[config.mk]
export PLATFORM = sky130hd
export DESIGN_NAME = clk_gen_multi
export DESIGN_NICKNAME = d
export VERILOG_FILES = /design/src/rtl/clk_gen_multi.sv
export SDC_FILE = /design/constraint.sdc
export NUM_CORES = 1
export LEC_CHECK = 0
export CAP_MARGIN = 10
export CORE_MARGIN = 2
export CORE_UTILIZATION = 55
export CTS_BUF_LIST = sky130_fd_sc_hd__clkbuf_8
export CTS_CLUSTER_DIAMETER = 60
export DETAILED_ROUTE_END_ITERATION = 7
export GPL_TIMING_DRIVEN = 0
export PLACE_DENSITY = 0.73
export SLEW_MARGIN = 10
export SYNTH_ARGS = -nofsm -noshare
export SYNTH_HDL_FRONTEND = slang
export SYNTH_SLANG_ARGS = --single-unit
[constraint.sdc]
create_clock -name i_clk -period 3.9 [get_ports i_clk]
set_input_delay 0.78 -clock i_clk [delete_from_list [all_inputs] [get_ports i_clk]]
set_output_delay 0.78 -clock i_clk [all_outputs]
set_load 0.02 [all_outputs]
[src/rtl/clk_gen_multi.sv]
// Multi-channel programmable clock divider with glitch-free divisor updates at period boundaries.
// Optional channel realignment via i_sync is compiled in only when CLK_GEN_SYNC_EN is defined.
module clk_gen_multi #(
    parameter int CHANNELS    = 2,
    parameter int DIV_W       = 16,
    parameter int DEFAULT_DIV = 32,
    localparam int CH_W       = (CHANNELS > 1) ? $clog2(CHANNELS) : 1
) (
    input  logic                i_clk,
    input  logic                rst,
    input  logic [CHANNELS-1:0] i_en,
    input  logic                i_div_valid,
    input  logic [CH_W-1:0]     i_div_ch,
    input  logic [DIV_W-1:0]    i_div_value,
    output logic                o_div_ready,
    output logic                o_div_err,
    input  logic                i_sync,
    output logic [CHANNELS-1:0] o_clk,
    output logic [CHANNELS-1:0] o_tick
);

    logic [CHANNELS-1:0] w_pend;
    logic                w_ready;
    logic                w_ch_ok;
    logic                w_accept;
    logic                w_legal;
    logic                w_sync;
    logic                r_div_err;

`ifdef CLK_GEN_SYNC_EN
    assign w_sync = i_sync;
`else
    logic w_unused_sync;
    assign w_unused_sync = i_sync;
    assign w_sync        = 1'b0;
`endif

    assign w_ch_ok = 32'(i_div_ch) < 32'(CHANNELS);

    // Out-of-range channel reads ready so a stray load never stalls the requester.
    always_comb begin
        w_ready = 1'b1;
        for (int ch = 0; ch < CHANNELS; ch++) begin
            if (32'(i_div_ch) == 32'(ch)) begin
                w_ready = !w_pend[ch];
            end
        end
    end

    assign o_div_ready = w_ready;
    assign w_accept    = i_div_valid && w_ready && w_ch_ok;
    assign w_legal     = i_div_value >= DIV_W'(2);

    always_ff @(posedge i_clk or posedge rst) begin
        if (rst) begin
            r_div_err <= 1'b0;
        end else begin
            r_div_err <= w_accept && !w_legal;
        end
    end

    assign o_div_err = r_div_err;

    for (genvar g = 0; g < CHANNELS; g++) begin : g_ch
        logic [DIV_W-1:0] r_div;
        logic [DIV_W-1:0] r_cnt;
        logic [DIV_W-1:0] r_pdiv;
        logic             r_pend;
        logic             r_clk;
        logic             r_tick;
        logic [DIV_W-1:0] w_cnt_inc;
        logic             w_wrap;
        logic             w_load;

        assign w_cnt_inc = r_cnt + DIV_W'(1);
        assign w_wrap    = (r_cnt == r_div - DIV_W'(1));
        assign w_load    = w_accept && w_legal && (32'(i_div_ch) == 32'(g));

        // A load is only accepted while nothing is pending, so it never collides with an apply.
        always_ff @(posedge i_clk or posedge rst) begin
            if (rst) begin
                r_div  <= DIV_W'(DEFAULT_DIV);
                r_cnt  <= '0;
                r_pdiv <= '0;
                r_pend <= 1'b0;
                r_clk  <= 1'b0;
                r_tick <= 1'b0;
            end else begin
                if (!i_en[g] || w_sync || w_wrap) begin
                    r_cnt  <= '0;
                    r_clk  <= 1'b0;
                    r_tick <= 1'b0;
                    if (r_pend) begin
                        r_div  <= r_pdiv;
                        r_pend <= 1'b0;
                    end
                end else begin
                    r_cnt  <= w_cnt_inc;
                    r_clk  <= w_cnt_inc >= (r_div - (r_div >> 1));
                    r_tick <= w_cnt_inc == (r_div - DIV_W'(1));
                end
                if (w_load) begin
                    r_pdiv <= i_div_value;
                    r_pend <= 1'b1;
                end
            end
        end

        assign w_pend[g] = r_pend;
        assign o_clk[g]  = r_clk;
        assign o_tick[g] = r_tick;
    end

endmodule
==> Word level (Yosys, flattened, before mapping) <==
Index checks and enable logic that the tools add are counted.
{ "totals": {"reg_bits": 103, "latchBits": 0, "ram_bits": 0, "romBits": 0, "in_bits": 23, "out_inout_bits": 6, "elab_cells": 54, "memories": 0} }
{ "classes": {"addsub": 6, "multipliers": 0, "div_mod_pow": 0, "n_lt_le_gt_ge": 3, "n_eq_ne": 4, "shift": 0, "muxes": 11, "n_bitwise": 1, "n_reduce_logical": 16} }
{ "op_table": {"columns": ["operator", "count"], "rows": [
  ["$eq A16 B16 Y1", 4],
  ["$add A16 B1 Y16 const B", 2],
  ["$ge A16 B16 Y1", 2],
  ["$mux W16", 2],
  ["$sub A16 B1 Y16 const B", 2],
  ["$sub A16 B15 Y16", 2],
  ["$ge A16 B2 Y1 const B", 1],
  ["$mux W1", 9],
  ["$logic_and A1 B1 Y1", 5],
  ["$logic_not A1 Y1", 5],
  ["$reduce_and A2 Y1", 2],
  ["$reduce_bool A2 Y1", 2],
  ["$logic_or A1 B1 Y1", 2],
  ["$not A1 Y1", 1]
]} }

==> Logic depth before layout (Yosys ltp) <==
{ "logic_depth": {"word_depth": 6, "ltp_mapped": 19, "ltp_nobuf": 19} }

==> Worst setup path before layout <==
Ideal clock, no wire load.
{ "synth_path": {"kind": "register to register", "from": "reg g_ch[1].r_div[10]", "to": "reg g_ch[1].r_clk", "arrival_ns": 3.244, "required_ns": 3.774, "slack_ns": 0.530, "path_stages_with_launch": 15, "path_cell_list": "dfrtp_1 > inv_1 > ha_1 > or3_1 > or3_1 > nor3_1 > a2111oi_0 > or3_1 > xnor2_1 > ha_1 > or4_1 > a21oi_1 > nand2_1 > o21ai_0 > nor3_1"} }
{ "synth_between": {"elab_chain_cells": 4, "elab_cells_between_ends": 6, "cone_classes": "add/sub: 2; order compare: 1; eq/ne: 1; mux: 1; reduce/logical: 1"} }
{ "synth_rtl": {"columns": ["item", "line_no", "text"], "rows": [
  ["start, declared", "65", "logic [DIV_W-1:0] r_div;"],
  ["start signal, assigned", "82", "r_div <= DIV_W'(DEFAULT_DIV);"],
  ["start signal, assigned", "94", "r_div <= r_pdiv;"],
  ["parallel branches: the longest is 3 deep, another holds $sub A16 B15 Y16", null, null],
  ["$mux W1 (*)", "89", "if (!i_en[g] || w_sync || w_wrap) begin"],
  ["end signal, assigned", "99", "r_clk <= w_cnt_inc >= (r_div - (r_div >> 1));"],
  ["end, declared", "69", "logic r_clk;"]
]} }
Every way passes the cells marked *.
A chain may end at the register's enable or synchronous reset.

==> Worst setup path in the final report <==
{ "layout_path": {"from": "reg g_ch[1].r_div[0]", "to": "reg g_ch[1].r_clk"} }
The elaborated chain is that of the path after synthesis.

==> impl_metrics.tcl <==
set metrics [dict create \
    status "finished clean" \
    drv_slew 0 \
    p_per_area_nw_per_um2 752 \
    avgRoutedWirePerCell_microns 16.7 \
    fmax_mhz 264 \
    io_pins 29 \
    synth-async-reset-ratio_pct 100 \
    seq_area_frac_synth_pct 31.0 \
    antenna_found_initial 0 \
    overflow 0 \
    p_comb_share_pct 66.0 \
    insertedDiodeCount 0 \
    die_area_sq_um 16100 \
    synthTopCellsByArea "dfrtp_1, ha_1, xnor2_1" \
    synth_seq_cells 103 \
    hold_path.class "register to register" \
    drt-initial-drc-count 413 \
    min_to "g_ch[1].r_div[0]$_DFFE_PP0P_" \
    syn_nets 984 \
    regArea_sq_um 2580 \
    end_kind "register" \
    area_growth_pct 12.0 \
    cts_num_sinks 103 \
    dr_total_vias 6250 \
    synth_top_area_share_pct 30.4 \
    whs_path_depth 1 \
    synth_edf_count 0 \
    drcViolationCount 0 \
    dr.pass1.iters 5 \
    route.final.wire_length_microns 18300 \
    worst_pin_slew_ns 0.745 \
    synth_cell_types 71 \
    clockBufferDepth 2 \
    cp.required_ns 4.15 \
    rrSetupSlack_ns 0.11 \
    grt_pass1_vias 6048 \
    rr_endpoint "g_ch[1].r_clk$_DFF_PP0_" \
    worstPathMaxFanout 4 \
    syn_inst 859 \
    routed_via_density 5.70 \
    multi_input_area_sq_um 5470 \
    fp.dieW_microns 127 \
    clockRootBuffer "clkbuf_8" \
    rows 44 \
    core_sq_um 14600 \
    avgSynthCellArea_sq_um 9.68 \
    rr_startpoint "g_ch[1].r_div[0]$_DFFE_PP0P_" \
    critPathArrivalTime_ns 4.04 \
    cts_made_buffers 9 \
    crit_type "register to register" \
    drv_cap 0 \
    pwr-share-seq_pct 21.8 \
    clkPwrFrac_pct 12.2 \
    switching_share_pct 44.1 \
    finalSetupViolCount 0 \
    synth_top_area_cell "dfrtp_1" \
    synth_area_sq_um 8310 \
    period_share_pct 97.2 \
    dp_slack_ns -0.287 \
    ir_drop_uv 339 \
    grt_usage_pct 23.3 \
    n_fill_cell 1223 \
    grt_max_degree 88 \
    clock_latency_ns 0.37 \
    min_period_ns 3.79 \
    clkTransAtPathRegs_ns 0.10 \
    p_int_mw 3.91 \
    layout-drive-gt1-share_pct 13.3 \
    reg2regPathDepth 17 \
    antenna_left 0 \
    port_buffers 27 \
    hold_viol_final 0 \
    clock_skew_ns 0.00542 \
    switching_power_mw 3.09 \
    dp_hpwl_microns 14000 \
    rsz0062_at_grt "true" \
    slew_headroom_pct 49.9 \
    initial_core_util_pct 56.8 \
    grt_pass1_wl_microns 30200 \
    gp_congestion 0.916 \
    layout_common_cells "dfrtp_1, ha_1, xnor2_1, inv_1, nor2_1" \
    nets 1032 \
    die_h_microns 127 \
    synth_flop_cell "dfrtp_1" \
    yosysWarnings 0 \
    h-tree-depth 3 \
    startpoint_type "register" \
    layout_commonest_cell "dfrtp_1" \
    p_leak_nw 4.24 \
    hp-start "g_ch[1].r_pdiv[0]$_DFFE_PP0P_" \
    cts_tree "done" \
    tns_ns 0 \
    layout_setup_ws_ns 0.110 \
]
==> worst max-delay path: stages (launching register included) <==
cell,delay [ns]
dfrtp_2,0.45
inv_2,0.09
ha_4,0.14
inv_2,0.04
fa_2,0.38
nor2b_2,0.16
o21bai_2,0.17
a21oi_2,0.09
o211ai_1,0.28
a21oi_2,0.11
o41a_1,0.44
xnor2_1,0.15
ha_2,0.17
or4_4,0.48
a21oi_2,0.15
nand2_1,0.09
o21ai_2,0.20
nor3_2,0.06
==> synthesized netlist by cell type, drive strengths merged, types with 3 or more instances <==
library cell,number
inv,76
o21bai,7
o21a,5
a21o,8
o41ai,3
ha,100
mux2,51
nand2b,11
nor2b,21
nand3,41
nor3b,7
nand4,10
and3,15
o2111ai,4
o221ai,4
nor2,52
and4,4
and2,6
a21oi,26
o22ai,5
o211ai,8
mux2i,4
xnor3,4
xnor2,86
o21ai,30
nor3,19
nand2,27
xor2,44
or4,4
or3,8
buf,11
clkbuf,7
dfrtp,101
nand3b,8
nor4,8
a31oi,4
==> cell type report <==
cell class | count | share of cell area (%)
clock buffers | 9 | 1.33
repair buffers | 37 | 3.92
multi-input cells | 660 | 58.7
plain buffers | 20 | 1.30
inverters | 76 | 3.12
flip-flops and latches | 103 | 27.7
clock inverters | 7 | 1.41
well taps | 184 | 2.47
==> registers in the layout, summed over array words and instances (netlist names) <==
name and flops:
g_ch.r_div 32, g_ch.r_clk 2, o_div_err 1, g_ch.r_cnt 32, g_ch.r_pend 2, g_ch.r_pdiv 32, g_ch.r_tick 2
==> stage by stage <==
stage	std cells	hold slack, ns	utilization [%]	power, mW	area (sq um)
after global placement	1070	0.472	60.2	5.68	8810
after detailed placement	1071	0.477	60.4	5.76	8850
after global routing	1096	0.524	63.6	7.64	9310
after floorplan	859	0.459	-	4.88	8310
final	1096	0.498	63.6	7.01	9310
after CTS	1087	0.500	62.2	6.70	9110
==> how the worst max path moves through the flow <==
| stage | from | end | cells after the start |
|---|---|---|---|
| floorplan | rst | g_ch[0].r_clk$_DFF_PP0_ | 1 |
| global placement | rst | g_ch[1].r_pdiv[1]$_DFFE_PP0P_ | 2 |
| detailed placement | g_ch[1].r_div[5]$_DFFE_PP1P_ | g_ch[1].r_clk$_DFF_PP0_ | 15 |
| CTS | g_ch[1].r_div[0]$_DFFE_PP0P_ | g_ch[1].r_clk$_DFF_PP0_ | 17 |
| global route | g_ch[1].r_div[2]$_DFFE_PP0P_ | g_ch[1].r_clk$_DFF_PP0_ | 17 |
| finish | g_ch[1].r_div[0]$_DFFE_PP0P_ | g_ch[1].r_clk$_DFF_PP0_ | 17 |
==> power by group through the flow <==
stage	clock network, mW	registers (mW)	logic, mW
after CTS	0.874	1.54	4.29
after global routing	0.918	1.56	5.16
after detailed placement	0	1.56	4.20
after global placement	0	1.55	4.13
final	0.855	1.52	4.63
after floorplan	0	1.48	3.40
==> per-layer routing <==
| layer | routed length, microns | global-route usage, % | vias up |
|---|---|---|---|
| li1 | - | - | 3088 |
| met5 | 0 | 0 | - |
| met3 | 595 | 2.74 | 17 |
| met2 | 7770 | 33.4 | 111 |
| met4 | 231 | 6.08 | 0 |
| met1 | 9660 | 37.0 | 3034 |
==> repair_timing <==
item                                    in CTS  in global routing
resized for setup                            5                 29
pin swaps                                    1                 11
hold buffers                                 0                  0
endpoints found under the setup margin       1                  2
buffers inserted                             0                  9
==> cell families (layout without fill, tap and decap cells) <==
| logic type | count (synthesis) | count (layout) | synth area share, % |
|---|---|---|---|
| AND/OR/NAND/NOR | 248 | 248 | 16.6 |
| XOR/XNOR | 134 | 134 | 14.8 |
| AO/OA/AOI/OAI | 121 | 121 | 9.75 |
| flip-flops | 103 | 103 | 31.0 |
| adder cells (fa/ha/maj) | 102 | 102 | 15.5 |
| buffers and inverters | 96 | 149 | 4.89 |
| multiplexers | 55 | 55 | 7.39 |
(Power assumes the default switching activity.)
